### src/rtl/palette_ram_arbiter_if.sv
// Palette RAM arbiter bus bundle: video read port, CPU req/ack port, RAM port.
// Latency: none (signal bundle only).
// Backpressure: carried by cpu_req/cpu_ack; the video port is never stalled.
// Ports (slave = arbiter side):
//   cmpblk2, vid_rd, vid_addr, vid_data, vid_valid          video pipeline
//   cpu_req, cpu_we, cpu_addr, cpu_wdata, cpu_rdata, cpu_ack CPU bus
//   wbuf_full                                               write-buffer status
//   ram_en, ram_we, ram_addr, ram_wdata, ram_rdata          single-port RAM
interface palette_ram_arbiter_if #(
  parameter int ADDR_W = 8,
  parameter int DATA_W = 8
);
  logic              cmpblk2;
  logic              vid_rd;
  logic [ADDR_W-1:0] vid_addr;
  logic [DATA_W-1:0] vid_data;
  logic              vid_valid;
  logic              cpu_req;
  logic              cpu_we;
  logic [ADDR_W-1:0] cpu_addr;
  logic [DATA_W-1:0] cpu_wdata;
  logic [DATA_W-1:0] cpu_rdata;
  logic              cpu_ack;
  logic              wbuf_full;
  logic              ram_en;
  logic              ram_we;
  logic [ADDR_W-1:0] ram_addr;
  logic [DATA_W-1:0] ram_wdata;
  logic [DATA_W-1:0] ram_rdata;

  modport slave (
    input  cmpblk2, vid_rd, vid_addr, cpu_req, cpu_we, cpu_addr, cpu_wdata, ram_rdata,
    output vid_data, vid_valid, cpu_rdata, cpu_ack, wbuf_full,
           ram_en, ram_we, ram_addr, ram_wdata
  );

  modport master (
    output cmpblk2, vid_rd, vid_addr, cpu_req, cpu_we, cpu_addr, cpu_wdata, ram_rdata,
    input  vid_data, vid_valid, cpu_rdata, cpu_ack, wbuf_full,
           ram_en, ram_we, ram_addr, ram_wdata
  );
endinterface

### src/rtl/palette_ram_arbiter.sv
// Shares one single-port palette RAM between the video pipeline and the CPU bus.
// Latency: video read 2 cycles (vid_rd in N -> vid_valid in N+2); CPU write acked next cycle.
// Backpressure: video never stalls; CPU held off (no ack) while the write buffer is full
//   or until a read can be issued after buffered writes drain.
// Ports: clk, rst_n (async active-low), bus (palette_ram_arbiter_if.slave).
// Option: define PALETTE_BLANK_ONLY_EN to restrict CPU RAM access to blanking (cmpblk2=1).
module palette_ram_arbiter #(
  parameter int ADDR_W     = 8,
  parameter int DATA_W     = 8,
  parameter int WBUF_DEPTH = 4
) (
  input  logic                  clk,
  input  logic                  rst_n,
  palette_ram_arbiter_if.slave  bus
);
  localparam int PTR_W = (WBUF_DEPTH > 1) ? $clog2(WBUF_DEPTH) : 1;
  localparam int CNT_W = PTR_W + 1;

  localparam logic [2:0] S_IDLE     = 3'd0;
  localparam logic [2:0] S_RD_DRAIN = 3'd1;
  localparam logic [2:0] S_RD_ISSUE = 3'd2;
  localparam logic [2:0] S_RD_CAPT  = 3'd3;
  localparam logic [2:0] S_ACK      = 3'd4;

  logic [2:0]        r_state;
  logic [ADDR_W-1:0] r_wb_addr [WBUF_DEPTH];
  logic [DATA_W-1:0] r_wb_data [WBUF_DEPTH];
  logic [PTR_W-1:0]  r_wr_ptr;
  logic [PTR_W-1:0]  r_rd_ptr;
  logic [CNT_W-1:0]  r_count;
  logic              r_full;
  logic              r_ack;
  logic              r_vid_tag;
  logic              r_vid_valid;
  logic [DATA_W-1:0] r_vid_data;
  logic [DATA_W-1:0] r_cpu_rdata;

  logic              w_elig;
  logic              w_empty;
  logic              w_push;
  logic              w_pop;
  logic              w_cpu_rd_gnt;
  logic              w_ram_en;
  logic              w_ram_we;
  logic [ADDR_W-1:0] w_ram_addr;
  logic [DATA_W-1:0] w_ram_wdata;

`ifdef PALETTE_BLANK_ONLY_EN
  // CPU traffic only touches the RAM during blanking so palette changes never tear.
  assign w_elig = ~bus.vid_rd & bus.cmpblk2;
`else
  logic w_unused_blank;
  assign w_unused_blank = bus.cmpblk2;
  assign w_elig         = ~bus.vid_rd;
`endif

  assign w_empty      = (r_count == '0);
  assign w_cpu_rd_gnt = rst_n & (r_state == S_RD_ISSUE) & w_elig;
  // A pending CPU read owns every eligible slot; buffered writes only use the rest.
  assign w_pop        = rst_n & w_elig & ~w_empty & (r_state != S_RD_ISSUE);
  // The ack cycle never accepts a new request, so a still-high cpu_req is not re-pushed.
  assign w_push       = bus.cpu_req & bus.cpu_we & ~r_full & ~r_ack;

  // RAM port mux; held quiet while reset is asserted so no stray write escapes.
  always_comb begin
    w_ram_en    = 1'b0;
    w_ram_we    = 1'b0;
    w_ram_addr  = '0;
    w_ram_wdata = '0;
    if (rst_n) begin
      if (bus.vid_rd) begin
        w_ram_en   = 1'b1;
        w_ram_addr = bus.vid_addr;
      end else if (w_cpu_rd_gnt) begin
        w_ram_en   = 1'b1;
        w_ram_addr = bus.cpu_addr;
      end else if (w_pop) begin
        w_ram_en    = 1'b1;
        w_ram_we    = 1'b1;
        w_ram_addr  = r_wb_addr[r_rd_ptr];
        w_ram_wdata = r_wb_data[r_rd_ptr];
      end
    end
  end

  // Buffer storage needs no reset: entries are only read when the count says valid.
  always_ff @(posedge clk) begin
    if (w_push) begin
      r_wb_addr[r_wr_ptr] <= bus.cpu_addr;
      r_wb_data[r_wr_ptr] <= bus.cpu_wdata;
    end
  end

  always_ff @(posedge clk or negedge rst_n) begin
    if (!rst_n) begin
      r_wr_ptr <= '0;
      r_rd_ptr <= '0;
      r_count  <= '0;
      r_full   <= 1'b0;
    end else begin
      if (w_push) r_wr_ptr <= r_wr_ptr + PTR_W'(1);
      if (w_pop)  r_rd_ptr <= r_rd_ptr + PTR_W'(1);
      case ({w_push, w_pop})
        2'b10: begin
          r_count <= r_count + CNT_W'(1);
          r_full  <= (r_count + CNT_W'(1)) == CNT_W'(WBUF_DEPTH);
        end
        2'b01: begin
          r_count <= r_count - CNT_W'(1);
          r_full  <= 1'b0;
        end
        default: ;
      endcase
    end
  end

  // CPU read sequencer. Draining first guarantees a read sees every earlier write.
  // The RD_CAPT state itself is the tag marking ram_rdata as CPU data that cycle.
  always_ff @(posedge clk or negedge rst_n) begin
    if (!rst_n) begin
      r_state     <= S_IDLE;
      r_ack       <= 1'b0;
      r_cpu_rdata <= '0;
    end else begin
      r_ack <= w_push | (r_state == S_RD_CAPT);
      case (r_state)
        S_IDLE:     if (bus.cpu_req && !bus.cpu_we && !r_ack) r_state <= S_RD_DRAIN;
        S_RD_DRAIN: if (w_empty) r_state <= S_RD_ISSUE;
        S_RD_ISSUE: if (w_cpu_rd_gnt) r_state <= S_RD_CAPT;
        S_RD_CAPT: begin
          r_cpu_rdata <= bus.ram_rdata;
          r_state     <= S_ACK;
        end
        S_ACK:      r_state <= S_IDLE;
        default:    r_state <= S_IDLE;
      endcase
    end
  end

  // Video return path: tag follows the read by one cycle to pick up ram_rdata.
  always_ff @(posedge clk or negedge rst_n) begin
    if (!rst_n) begin
      r_vid_tag   <= 1'b0;
      r_vid_valid <= 1'b0;
      r_vid_data  <= '0;
    end else begin
      r_vid_tag   <= bus.vid_rd;
      r_vid_valid <= r_vid_tag;
      if (r_vid_tag) r_vid_data <= bus.ram_rdata;
    end
  end

  assign bus.ram_en    = w_ram_en;
  assign bus.ram_we    = w_ram_we;
  assign bus.ram_addr  = w_ram_addr;
  assign bus.ram_wdata = w_ram_wdata;
  assign bus.vid_data  = r_vid_data;
  assign bus.vid_valid = r_vid_valid;
  assign bus.cpu_rdata = r_cpu_rdata;
  assign bus.cpu_ack   = r_ack;
  assign bus.wbuf_full = r_full;
endmodule

### src/flat_wrapper.sv
// flat-port wrapper written by rule: the top's interface ports become plain ports
module palette_ram_arbiter_flat 
#(
  parameter int ADDR_W     = 8,
  parameter int DATA_W     = 8,
  parameter int WBUF_DEPTH = 4
)
  (clk, rst_n, bus_cmpblk2, bus_vid_rd, bus_vid_addr, bus_cpu_req, bus_cpu_we, bus_cpu_addr, bus_cpu_wdata, bus_ram_rdata, bus_vid_data, bus_vid_valid, bus_cpu_rdata, bus_cpu_ack, bus_wbuf_full, bus_ram_en, bus_ram_we, bus_ram_addr, bus_ram_wdata);
  palette_ram_arbiter_if #(.ADDR_W(ADDR_W), .DATA_W(DATA_W)) bus_i ();
  input  logic clk;
  input  logic rst_n;
  input wire logic [$bits(bus_i.cmpblk2)-1:0] bus_cmpblk2;
  input wire logic [$bits(bus_i.vid_rd)-1:0] bus_vid_rd;
  input wire logic [$bits(bus_i.vid_addr)-1:0] bus_vid_addr;
  input wire logic [$bits(bus_i.cpu_req)-1:0] bus_cpu_req;
  input wire logic [$bits(bus_i.cpu_we)-1:0] bus_cpu_we;
  input wire logic [$bits(bus_i.cpu_addr)-1:0] bus_cpu_addr;
  input wire logic [$bits(bus_i.cpu_wdata)-1:0] bus_cpu_wdata;
  input wire logic [$bits(bus_i.ram_rdata)-1:0] bus_ram_rdata;
  output wire logic [$bits(bus_i.vid_data)-1:0] bus_vid_data;
  output wire logic [$bits(bus_i.vid_valid)-1:0] bus_vid_valid;
  output wire logic [$bits(bus_i.cpu_rdata)-1:0] bus_cpu_rdata;
  output wire logic [$bits(bus_i.cpu_ack)-1:0] bus_cpu_ack;
  output wire logic [$bits(bus_i.wbuf_full)-1:0] bus_wbuf_full;
  output wire logic [$bits(bus_i.ram_en)-1:0] bus_ram_en;
  output wire logic [$bits(bus_i.ram_we)-1:0] bus_ram_we;
  output wire logic [$bits(bus_i.ram_addr)-1:0] bus_ram_addr;
  output wire logic [$bits(bus_i.ram_wdata)-1:0] bus_ram_wdata;
  assign bus_i.cmpblk2 = bus_cmpblk2;
  assign bus_i.vid_rd = bus_vid_rd;
  assign bus_i.vid_addr = bus_vid_addr;
  assign bus_i.cpu_req = bus_cpu_req;
  assign bus_i.cpu_we = bus_cpu_we;
  assign bus_i.cpu_addr = bus_cpu_addr;
  assign bus_i.cpu_wdata = bus_cpu_wdata;
  assign bus_i.ram_rdata = bus_ram_rdata;
  assign bus_vid_data = bus_i.vid_data;
  assign bus_vid_valid = bus_i.vid_valid;
  assign bus_cpu_rdata = bus_i.cpu_rdata;
  assign bus_cpu_ack = bus_i.cpu_ack;
  assign bus_wbuf_full = bus_i.wbuf_full;
  assign bus_ram_en = bus_i.ram_en;
  assign bus_ram_we = bus_i.ram_we;
  assign bus_ram_addr = bus_i.ram_addr;
  assign bus_ram_wdata = bus_i.ram_wdata;
  palette_ram_arbiter #(.ADDR_W(ADDR_W), .DATA_W(DATA_W), .WBUF_DEPTH(WBUF_DEPTH)) u_core (.clk(clk), .rst_n(rst_n), .bus(bus_i));
endmodule
### config.mk
export PLATFORM = sky130hd
export DESIGN_NAME = palette_ram_arbiter_flat
export DESIGN_NICKNAME = d
export VERILOG_FILES = /design/src/rtl/palette_ram_arbiter_if.sv /design/src/rtl/palette_ram_arbiter.sv /design/src/flat_wrapper.sv
export SDC_FILE = /design/constraint.sdc
export NUM_CORES = 1
export LEC_CHECK = 0
export BUFFER_PORTS_ARGS = -buffer_cell sky130_fd_sc_hd__buf_2
export CELL_PAD_IN_SITES_DETAIL_PLACEMENT = 0
export CELL_PAD_IN_SITES_GLOBAL_PLACEMENT = 1
export CORE_MARGIN = 5
export CORE_UTILIZATION = 40
export CTS_CLUSTER_SIZE = 8
export DETAILED_ROUTE_END_ITERATION = 7
export GPL_ROUTABILITY_DRIVEN = 0
export PLACE_DENSITY = 0.7
export SYNTH_ARGS = -nofsm -noshare
export SYNTH_HDL_FRONTEND = slang
export SYNTH_SLANG_ARGS = --single-unit
### constraint.sdc
create_clock -name clk -period 4.5 [get_ports clk]
set_input_delay 0.9 -clock clk [delete_from_list [all_inputs] [get_ports clk]]
set_output_delay 0.9 -clock clk [all_outputs]
set_load 0.01 [all_outputs]
Yosys cells after proc, flatten, opt, wreduce, memory -nomap -nowiden

Memories as Yosys holds them, arrays and structs flattened.
Cells that the tools add are included.

Eq/ne operators: 10
Reductions and logical operators: 8
Muxes and demuxes: 23
Add/sub/neg operators: 4
Bitwise logic cells: 13

Operators by type and width:

| kind                                                                     | number |
|---|---|
| 8-bit 2-to-1 mux                                                         | 8 |
| 3-bit case mux with 4 select lines                                       | 1 |
| 1-bit 2-to-1 mux                                                         | 9 |
| 3-bit 2-to-1 mux                                                         | 3 |
| 1-bit bitwise AND                                                        | 8 |
| 3-bit by 2-bit equality test with 1-bit output (second input constant)   | 2 |
| 3-bit zero test                                                          | 2 |
| 2-bit by 1-bit inequality test with 1-bit output (second input constant) | 3 |
| 3-bit case mux with 2 select lines                                       | 1 |
| 2-bit by 1-bit adder with 2-bit output (second input constant)           | 2 |
| 1-bit NOT                                                                | 4 |
| 3-bit by 1-bit adder with 3-bit output (second input constant)           | 1 |
| 3-bit by 1-bit equality test with 1-bit output (second input constant)   | 1 |
| 3-bit equality test (second input constant)                              | 1 |
| 3-bit by 2-bit inequality test with 1-bit output (second input constant) | 1 |
| 3-bit AND reduction                                                      | 1 |
| 3-bit by 1-bit subtractor with 3-bit output (second input constant)      | 1 |
| 2-bit by 1-bit equality test with 1-bit output (second input constant)   | 1 |
| 2-bit equality test (second input constant)                              | 1 |
| 1-bit logical AND                                                        | 2 |
| 1-bit zero test                                                          | 2 |
| 1-bit case mux with 2 select lines                                       | 1 |
| 2-bit nonzero test                                                       | 1 |
| 1-bit bitwise OR                                                         | 1 |

Register bits after elaboration: 30
Memories: 2
Bits in writable memories: 64

Memories:

| name             | words | width | rd ports | clocked after memory_dff | write ports | RTL line                  | source |
|---|---|---|---|---|---|---|---|
| u_core.r_wb_addr | 4     | 8     | 1        | 0                        | 1           | palette_ram_arbiter.sv:26 | `logic [ADDR_W-1:0] r_wb_addr [WBUF_DEPTH];` |
| u_core.r_wb_data | 4     | 8     | 1        | 0                        | 1           | palette_ram_arbiter.sv:27 | `logic [DATA_W-1:0] r_wb_data [WBUF_DEPTH];` |

Depth between registers and ports, before layout

Gate-level depths: netlist of run 1.

Word-level depth: 8
Depth in mapped cells: 10
Gate-level depth less buffers: 8

Least setup slack after synthesis of run 1

No wires, ideal clock.

Kind: input-to-output
Start: input rst_n
End: output bus_ram_addr[0]
Buffers on the path: 1
Stages: 4
Path slack: 1.953 ns
Arrival: 1.647 ns
Path through: nor4bb_1 -> clkbuf_1 -> a21oi_1 -> o2bb2ai_1

Longest elaborated chain between the ends: 7
Elaborated cells between the ends (all ways): 9
Classes of those cells: mux: 4; bitwise: 5

Ends and longest elaborated chain:

| item                            | RTL line                  | source |
|---|---|---|
| from (decl)                     | flat_wrapper.sv:11        | `input logic rst_n;` |
| 1-bit bitwise AND (3 in series) | palette_ram_arbiter.sv:60 | `assign w_pop = rst_n & w_elig & ~w_empty & (r_state != S_RD_ISSUE);` |
| 8-bit 2-to-1 mux                | palette_ram_arbiter.sv:77 | `end else if (w_pop) begin` |
| 8-bit 2-to-1 mux                | palette_ram_arbiter.sv:74 | `end else if (w_cpu_rd_gnt) begin` |
| 8-bit 2-to-1 mux                | palette_ram_arbiter.sv:71 | `if (bus.vid_rd) begin` |
| 8-bit 2-to-1 mux (*)            | palette_ram_arbiter.sv:70 | `if (rst_n) begin` |
| to (decl)                       | flat_wrapper.sv:27        | `output wire logic [$bits(bus_i.ram_addr)-1:0] bus_ram_addr;` |

Every way passes the cells marked *; elsewhere a longest branch is shown, timed or not.

Final worst setup path of run 1

Start: input bus_vid_rd
End: output bus_ram_addr[1]

Longest elaborated chain between the ends: 8
Elaborated cells between the ends (all ways): 9
Classes of those cells: mux: 4; bitwise: 5

Ends and longest elaborated chain:

| item                            | RTL line                  | source |
|---|---|---|
| from (decl)                     | flat_wrapper.sv:13        | `input wire logic [$bits(bus_i.vid_rd)-1:0] bus_vid_rd;` |
| 1-bit NOT                       | palette_ram_arbiter.sv:54 | `assign w_elig = ~bus.vid_rd;` |
| 1-bit bitwise AND (3 in series) | palette_ram_arbiter.sv:60 |  |
| 8-bit 2-to-1 mux                | palette_ram_arbiter.sv:77 |  |
| 8-bit 2-to-1 mux                | palette_ram_arbiter.sv:74 |  |
| 8-bit 2-to-1 mux (*)            | palette_ram_arbiter.sv:71 |  |
| 8-bit 2-to-1 mux (*)            | palette_ram_arbiter.sv:70 |  |

Marks and branches as above.

==> implementation parameters, run 1 <==
Parameter                              Value

Worst setup path
  Data required time at the worst endpoint    3.60 ns
  Depth of the worst register-to-register path    6
  Element type at the critical path end    primary output
  Cell with the largest stage delay on the worst path    and3_1
  CP most frequent cell    buf_2
  Crit path DAT    roughly 2.3 ns
  Register-to-register setup slack    roughly 2.2 ns
  CP Max Fanout    12
  Terminus of the critical flop-to-flop path    u_core.bus.wbuf_full
  Slowest cell delay on critical path    ~0.5 ns
  Dominant delay contributor by cell family on the critical path    simple AND/OR/NAND/NOR gates
  Buffer and inverter count on the worst path    3
  Critical path cell sequence    buf_2 > nor2b_1 > and3_1 > buf_4 > o2bb2ai_1 > buf_2
  Critical Setup Path Class    in -> out
  Worst reg2reg startpoint    u_core.r_count[0]
  CP Launch Type    input port

Floorplanning
  Floorplan die area    about 12,000 um2
  Total I/O pin count    75
  Standard-cell row count    36
  Horiz. Die Dim    approximately 110 um
  Initial standard-cell utilization of the core    0.406
  Die Ht    109 um
  CORE AREA    roughly 9700 um2

Timing
  Total Neg Setup Slack    0 ns
  Worst slew margin relative to its limit    0.389
  Share of the clock period used by the worst path after layout    0.714
  Final Hold Fails    0
  Pin slew with the least headroom to its limit    0.916 ns
  Max frequency    311 MHz
  Unrepaired setup endpoints after global routing    false
  Final setup skew    about 0.014 ns
  Slew Viols, Final    0
  Time the worst path needs with I/O delays and setup    3.21 ns
  Final setup violation count    0

CTS
  Later-pin clock latency in the skew report    between 0.3 and 0.4 ns
  Hold buffer count at cts    0
  Number of resized instances in the post-cts repair step    0
  CTS tree    yes
  Clock edge transition at the registers on the reported setup and hold paths    ~0.1 ns
  Clock buffer depth    2
  Buffer count from post-CTS setup fixing    0
  Sinks on the clock net    94
  Htree depth    3
  TritonCTS Buffers    9
  Clock Tree Root    clkbuf_8

Min path
  Worst Hold Path Cells    1
  Worst Hold Endpoint    u_core.r_state[1]
  Startpoint of the lowest-slack hold path    u_core.r_state[2]
  Min-Delay Path Class    reg -> reg

Logic synthesis
  Register bit total from synthesis    94
  Post-synthesis cell type count    35
  Average cell area after synthesis    between 15 and 20 um2
  Gate count of the mapped netlist    around 230
  Number of enable-type register cells in the synthesized netlist    between 60 and 70
  Net count of the mapped netlist    between 200 and 300
  Primary FF master, synth    edfxtp_1
  Async SR Flop Fraction    0.319
  Share of synthesized area occupied by flip-flops and latches    0.680
  Mapped cell area    between 3000 and 4000 um2
  Synthesis Warnings    0

Route
  Number of iterations in the first detailed-routing pass    4
  Post-route DRC    0
  Via Count    between 2,000 and 2,500
  Routed wire length    7460 um
  Violation count after the first detailed-routing iteration    77
  Wire per inst    roughly 17 um
  Remaining antenna violation count    0
  Average vias per placed instance    between 4 and 5

GRT
  Overflow after GRT    0
  Via count of the first global-routing pass    between 2,000 and 2,500
  Wire length of the first global-routing pass    12,000 um
  Maximum number of pins on one net before global-route repair    42
  Global router's overall resource usage    0.138
  Antenna violations before repair    0

Power and ir drop
  Power per unit of standard cell area    549 nW/um2
  Max rail drop VDD    between 0.0002 and 0.00025 V
  Static Leak    roughly 1.8 nW

Final layout
  Non-filler cells, final    roughly 440
  Total inserted antenna cells    0
  Layout Area Growth over Synthesis    18.8%
  Layout cell share with drive strength beyond 1    0.408
  Number of nets at the end of the flow    ~350
  Fill cell total of the finished layout    860

Outcome
  Status    finished clean

Placed design
  # port buffers    73
  Placed Cells incl. Taps    428
  DP HPWL    approximately 5000 um

Flow run
  Maximum capacitance violations    0
==> layout by cell type (no fill, tap or decap), types with 3 or more instances in the layout <==
master / synthesis / layout
ha_1: 10 / 10
clkbuf_8: 0 / 9
buf_4: 2 / 5
nand3b_1: 3 / 3
inv_1: 8 / 8
bufinv_16: 0 / 3
xnor2_1: 4 / 4
a21oi_1: 10 / 10
mux2_2: 16 / 16
edfxtp_1: 64 / 64
nand2_1: 5 / 5
o2bb2ai_1: 8 / 8
dfrtp_1: 30 / 30
o21ai_0: 10 / 10
and2_1: 11 / 11
mux4_2: 16 / 16
buf_2: 3 / 73
==> final cells by class <==
| class | instances | area [um2] | share of cell area |
|---|---|---|---|
| Inverter | 8 | 30.0 | 0.00644 |
| Sequential cell | 94 | 2670 | 0.573 |
| Clock inverter | 7 | 119 | 0.0255 |
| Clock buffer | 9 | 124 | 0.0266 |
| Tap cell | 133 | 166 | 0.0357 |
| Multi-Input combinational cell | 115 | 1150 | 0.247 |
| Timing Repair Buffer | 78 | 403 | 0.0864 |
==> state kept, by name (all words and copies together), names as in the netlist <==
| signal | count |
|---|---|
| u_core.r_rd_ptr | 2 |
| u_core.r_vid_tag | 1 |
| u_core.bus.cpu_rdata | 8 |
| u_core.bus.wbuf_full | 1 |
| u_core.bus.vid_data | 8 |
| u_core.r_count | 3 |
| u_core.bus.vid_valid | 1 |
| u_core.r_wb_addr | 32 |
| u_core.r_wr_ptr | 2 |
| u_core.r_state | 3 |
| u_core.bus.cpu_ack | 1 |
| u_core.r_wb_data | 32 |
==> how the worst max path moves through the flow <==
stage                 startpoint         endpoint  slack (ns)  cells past startpoint
5_1_grt        u_core.r_count[0]  bus_ram_addr[6]        1.06                      7
3_3_place_gp          bus_vid_rd  bus_ram_addr[0]        1.25                      6
2_1_floorplan              rst_n  bus_ram_addr[0]        1.95                      4
3_5_place_dp          bus_vid_rd  bus_ram_addr[0]        1.23                      6
6_report              bus_vid_rd  bus_ram_addr[1]        1.29                      6
4_1_cts        u_core.r_count[0]  bus_ram_addr[0]        1.23                      7
==> logic make-up (layout without fill, tap and decap cells) <==
family / Yosys count / count (layout) / synth area share
buf+inv: 20 / 102 / 0.0268
xor+xnor: 6 / 6 / 0.0134
compound gates: 32 / 32 / 0.0513
flops: 94 / 94 / 0.680
simple gates: 34 / 34 / 0.0561
mux: 33 / 33 / 0.140
fa+ha+maj: 10 / 10 / 0.0319
==> report_power, final <==
group	leakage [nW]	switching [W]	internal (W)
Combinational	0.782	0.000314	0.000369
Clock	0.118	0.000293	0.000371
Sequential	0.940	0.000132	0.00108
Total	1.84	0.000739	0.00182
==> routing by layer <==
metal / GRT usage / vias to the layer above / wire length (um)
li1: - / 1023 / -
met1: 0.180 / 1100 / 3300
met2: 0.218 / 44 / 3680
met3: 0.0343 / 10 / 336
met4: 0.0622 / 0 / 146
met5: 0 / - / 0
==> per-stage QoR <==
step / setup slack (ns) / area (um2) / hold slack (ns) / power, W / util
global route: 1.06 / 4660 / 0.525 / 0.00273 / 0.482
global placement: 1.25 / 4420 / 0.473 / 0.00192 / 0.457
finish: 1.29 / 4660 / 0.502 / 0.00256 / 0.482
floorplan: 1.95 / 3930 / 0.352 / 0.00171 / -
CTS: 1.23 / 4660 / 0.495 / 0.00261 / 0.482
detailed placement: 1.23 / 4420 / 0.479 / 0.00194 / 0.457
==> synth_stat cells (all sizes together) (4+ instances only) <==
master | instances | area [um2]
o21ai | 10 | 50.1
xnor2 | 4 | 35.0
mux4 | 16 | 360
edfxtp | 64 | 1920
o2bb2ai | 8 | 70.1
and2 | 12 | 77.6
a21oi | 10 | 50.1
nand2 | 5 | 18.8
inv | 8 | 30.0
buf | 7 | 56.3
mux2 | 16 | 180
dfrtp | 30 | 751
ha | 10 | 125
clkbuf | 5 | 18.8
No activity file was read; power rests on OpenSTA's default activity.
==> run 2: changes to the inputs <==
--- a/config.mk
+++ b/config.mk
@@ -13,7 +13,7 @@
 export CTS_CLUSTER_SIZE = 8
 export DETAILED_ROUTE_END_ITERATION = 7
 export GPL_ROUTABILITY_DRIVEN = 0
-export PLACE_DENSITY = 0.7
+export PLACE_DENSITY = 0.73
 export SYNTH_ARGS = -nofsm -noshare
 export SYNTH_HDL_FRONTEND = slang
 export SYNTH_SLANG_ARGS = --single-unit
==> constraint.sdc (replaced) <==
create_clock -name clk -period 2.6 [get_ports clk]
set_input_delay 0.52 -clock clk [delete_from_list [all_inputs] [get_ports clk]]
set_output_delay 0.52 -clock clk [all_outputs]
set_load 0.01 [all_outputs]
==> run 2 against run 1 <==
Net effect:
- final cell count increased by 2.9%
- sequential power increased by 65%
- clock skew decreased by 0.00050 ns
- critical endpoint is now bus_ram_addr[2]
- largest cell class unchanged
- highest routed layer unchanged
- worst hold slack got worse by 0.38 ns
- count of clock-buffer cells in the layout increased by 1
- setup slack got worse by 1.1 ns
- sequential share of layout area decreased by 1.6 points
==> implementation parameters, run 2 (synthesized netlist as in run 1, its figures left out) <==
Parameter                              Value

Final layout
  Fin util    0.495 (+0.0138)
  Commonest cells after routing, fill and taps aside    buf_2 (73), edfxtp_1 (64), dfrtp_1 (30)
  Leading cell type in the layout, fill and taps excluded    buf_2
  Number of nets at the end of the flow    367 (+3.7%)
  Layout cell share with drive strength beyond 1    0.435 (+0.0268)
  Total inserted antenna cells    0 (unchanged)
  Design area    4800 um2 (+2.9%)
  Top flop regs    u_core.r_wb_addr: 32 flops, u_core.r_wb_data: 32 flops
  Layout Area Growth over Synthesis    22.2%

Timing
  Share of the clock period used by the worst path after layout    0.943
  Least setup slack across all paths after layout    0.148 ns (-1.14 ns)
  Final setup violation count    0 (unchanged)
  Time the worst path needs with I/O delays and setup    ~2.5 ns
  Final Hold Fails    0 (unchanged)
  Slew Viols, Final    0 (unchanged)
  Pin slew with the least headroom to its limit    0.517 ns (-0.399 ns)
  Min Hold Slack    0.121 ns (-0.381 ns)
  Max frequency    between 400 and 500 MHz
  Total Neg Setup Slack    0 ns (unchanged)
  Unrepaired setup endpoints after global routing    false
  Worst slew margin relative to its limit    0.654 (+0.265)
  Final setup skew    0.0135 ns (-0.000504 ns)

CTS
  Clock buffer depth    2 (unchanged)
  Clock Tree Root    clkbuf_8
  Clock edge transition at the registers on the reported setup and hold paths    0.09 ns (about the same)
  TritonCTS Buffers    9 (unchanged)
  CTS tree    yes
  Later-pin clock latency in the skew report    0.36 ns (about the same)
  Htree depth    3 (unchanged)
  Sinks on the clock net    94 (unchanged)

Worst setup path
  Crit path DAT    1.93 ns (-0.38 ns)
  CP Launch Type    flip-flop
  Critical Setup Path Class    reg -> out
  Element type at the critical path end    primary output
  CP Max Fanout    17 (+5)
  Data required time at the worst endpoint    2.08 ns (-1.52 ns)
  Depth of the worst register-to-register path    4 (-2)

GRT
  Maximum number of pins on one net before global-route repair    27 (-36%)
  Wire length of the first global-routing pass    12,000 um (-0.12%)
  Via count of the first global-routing pass    2,314 (+0.56%)
  Antenna violations before repair    0 (unchanged)
  Overflow after GRT    0 (unchanged)
  Global router's overall resource usage    0.138 (-0.000522)

Route
  Violation count after the first detailed-routing iteration    119 (+55%)
  Post-route DRC    0 (unchanged)
  Number of iterations in the first detailed-routing pass    4 (unchanged)
  Via Count    2,240 (+2.9%)
  Routed wire length    7530 um (+0.98%)
  Remaining antenna violation count    0 (unchanged)
  Average vias per placed instance    4.90 (about the same)
  Wire per inst    16.5 um (-1.9%)

Floorplanning
  Die Ht    109 um (unchanged)
  CORE AREA    9680 um2 (unchanged)
  Initial standard-cell utilization of the core    0.406 (unchanged)
  Horiz. Die Dim    109 um (unchanged)
  Total I/O pin count    75 (unchanged)
  Floorplan die area    11,900 um2 (unchanged)
  Standard-cell row count    36 (unchanged)

Flow run
  Maximum capacitance violations    0 (unchanged)

Placed design
  # port buffers    73 (unchanged)
  Worst slack at placement    0.420 ns (-0.812 ns)
  DP HPWL    5260 um (+5.0%)
  Area after DPL    4540 um2 (+2.6%)

Min path
  Min-Delay Path Class    in -> async

Outcome
  Status    finished clean

Power and ir drop
  Power per unit of standard cell area    943 nW/um2 (+72%)
  Static Leak    1.92 nW (+4.2%)
  Max rail drop VDD    0.000304 V (+47%)
run 2: cell types whose count changed in the layout (fill, tap and decap cells not counted):
cell	delta
buf_12	+2
buf_4	+10
dlygate4sd3_1	+1
clkbuf_1	+1
clkinv_1	-1
nand2b_4	+1
and3_2	+1
and3_1	-1
nand2b_1	-1
run 2: worst max-delay path, stage by stage (launching register included):
cell and delay, ns:
dfrtp_1 0.45, or3b_1 0.43, and3_2 0.24, buf_12 0.16
o2bb2ai_1 0.14, buf_2 0.15
run 2: worst paths after layout:
path                                    from  slack (ns)                     end
setup / recovery           u_core.r_state[0]        0.15         bus_ram_addr[2]
hold / removal                         rst_n        0.12       u_core.r_count[1]
min in group clk            bus_cpu_wdata[4]        0.38  u_core.r_wb_data[2][4]
setup reg to reg           u_core.r_state[0]        0.64    u_core.bus.wbuf_full
hold reg to reg            u_core.r_state[2]        0.50       u_core.r_state[1]
max in group asynchronous              rst_n        1.92      u_core.r_rd_ptr[1]
run 2: routing by layer:
metal  vias up  GRT usage  wire, um
li1       1048          -         -
met1      1124      0.176      3230
met2        60      0.225      3680
met3         8     0.0391       542
met4         0     0.0487        85
met5         -          0         0
run 2: layout make-up:
cell class / instances / area (um2)
fill: 861 / 4890
sequential: 94 / 2670
multi-input combinational: 115 / 1160
timing repair buffer: 91 / 528
tap: 133 / 166
clock buffer: 10 / 128
clock inverter: 6 / 115
inverter: 8 / 30.0
run 2: metrics by stage:
step,std cells,total power [W]
CTS,457,0.00458
floorplan,229,0.00296
detailed placement,440,0.00343
global placement,440,0.00340
global route,457,0.00481
finish,457,0.00452
run 2: repair_timing:
| action | CTS | global route |
|---|---|---|
| buffers inserted | 0 | 0 |
| hold buffers | 1 | 0 |
| gates resized for setup | 0 | 2 |
| setup endpoints to repair | 0 | 16 |
| endpoints found under the hold margin | 2 | 0 |
run 2: where the power goes:
part | switching (W) | internal, W
sequential | 0.000135 | 0.00187
clock | 0.000496 | 0.000646
combinational | 0.000666 | 0.000714
total | 0.00130 | 0.00323
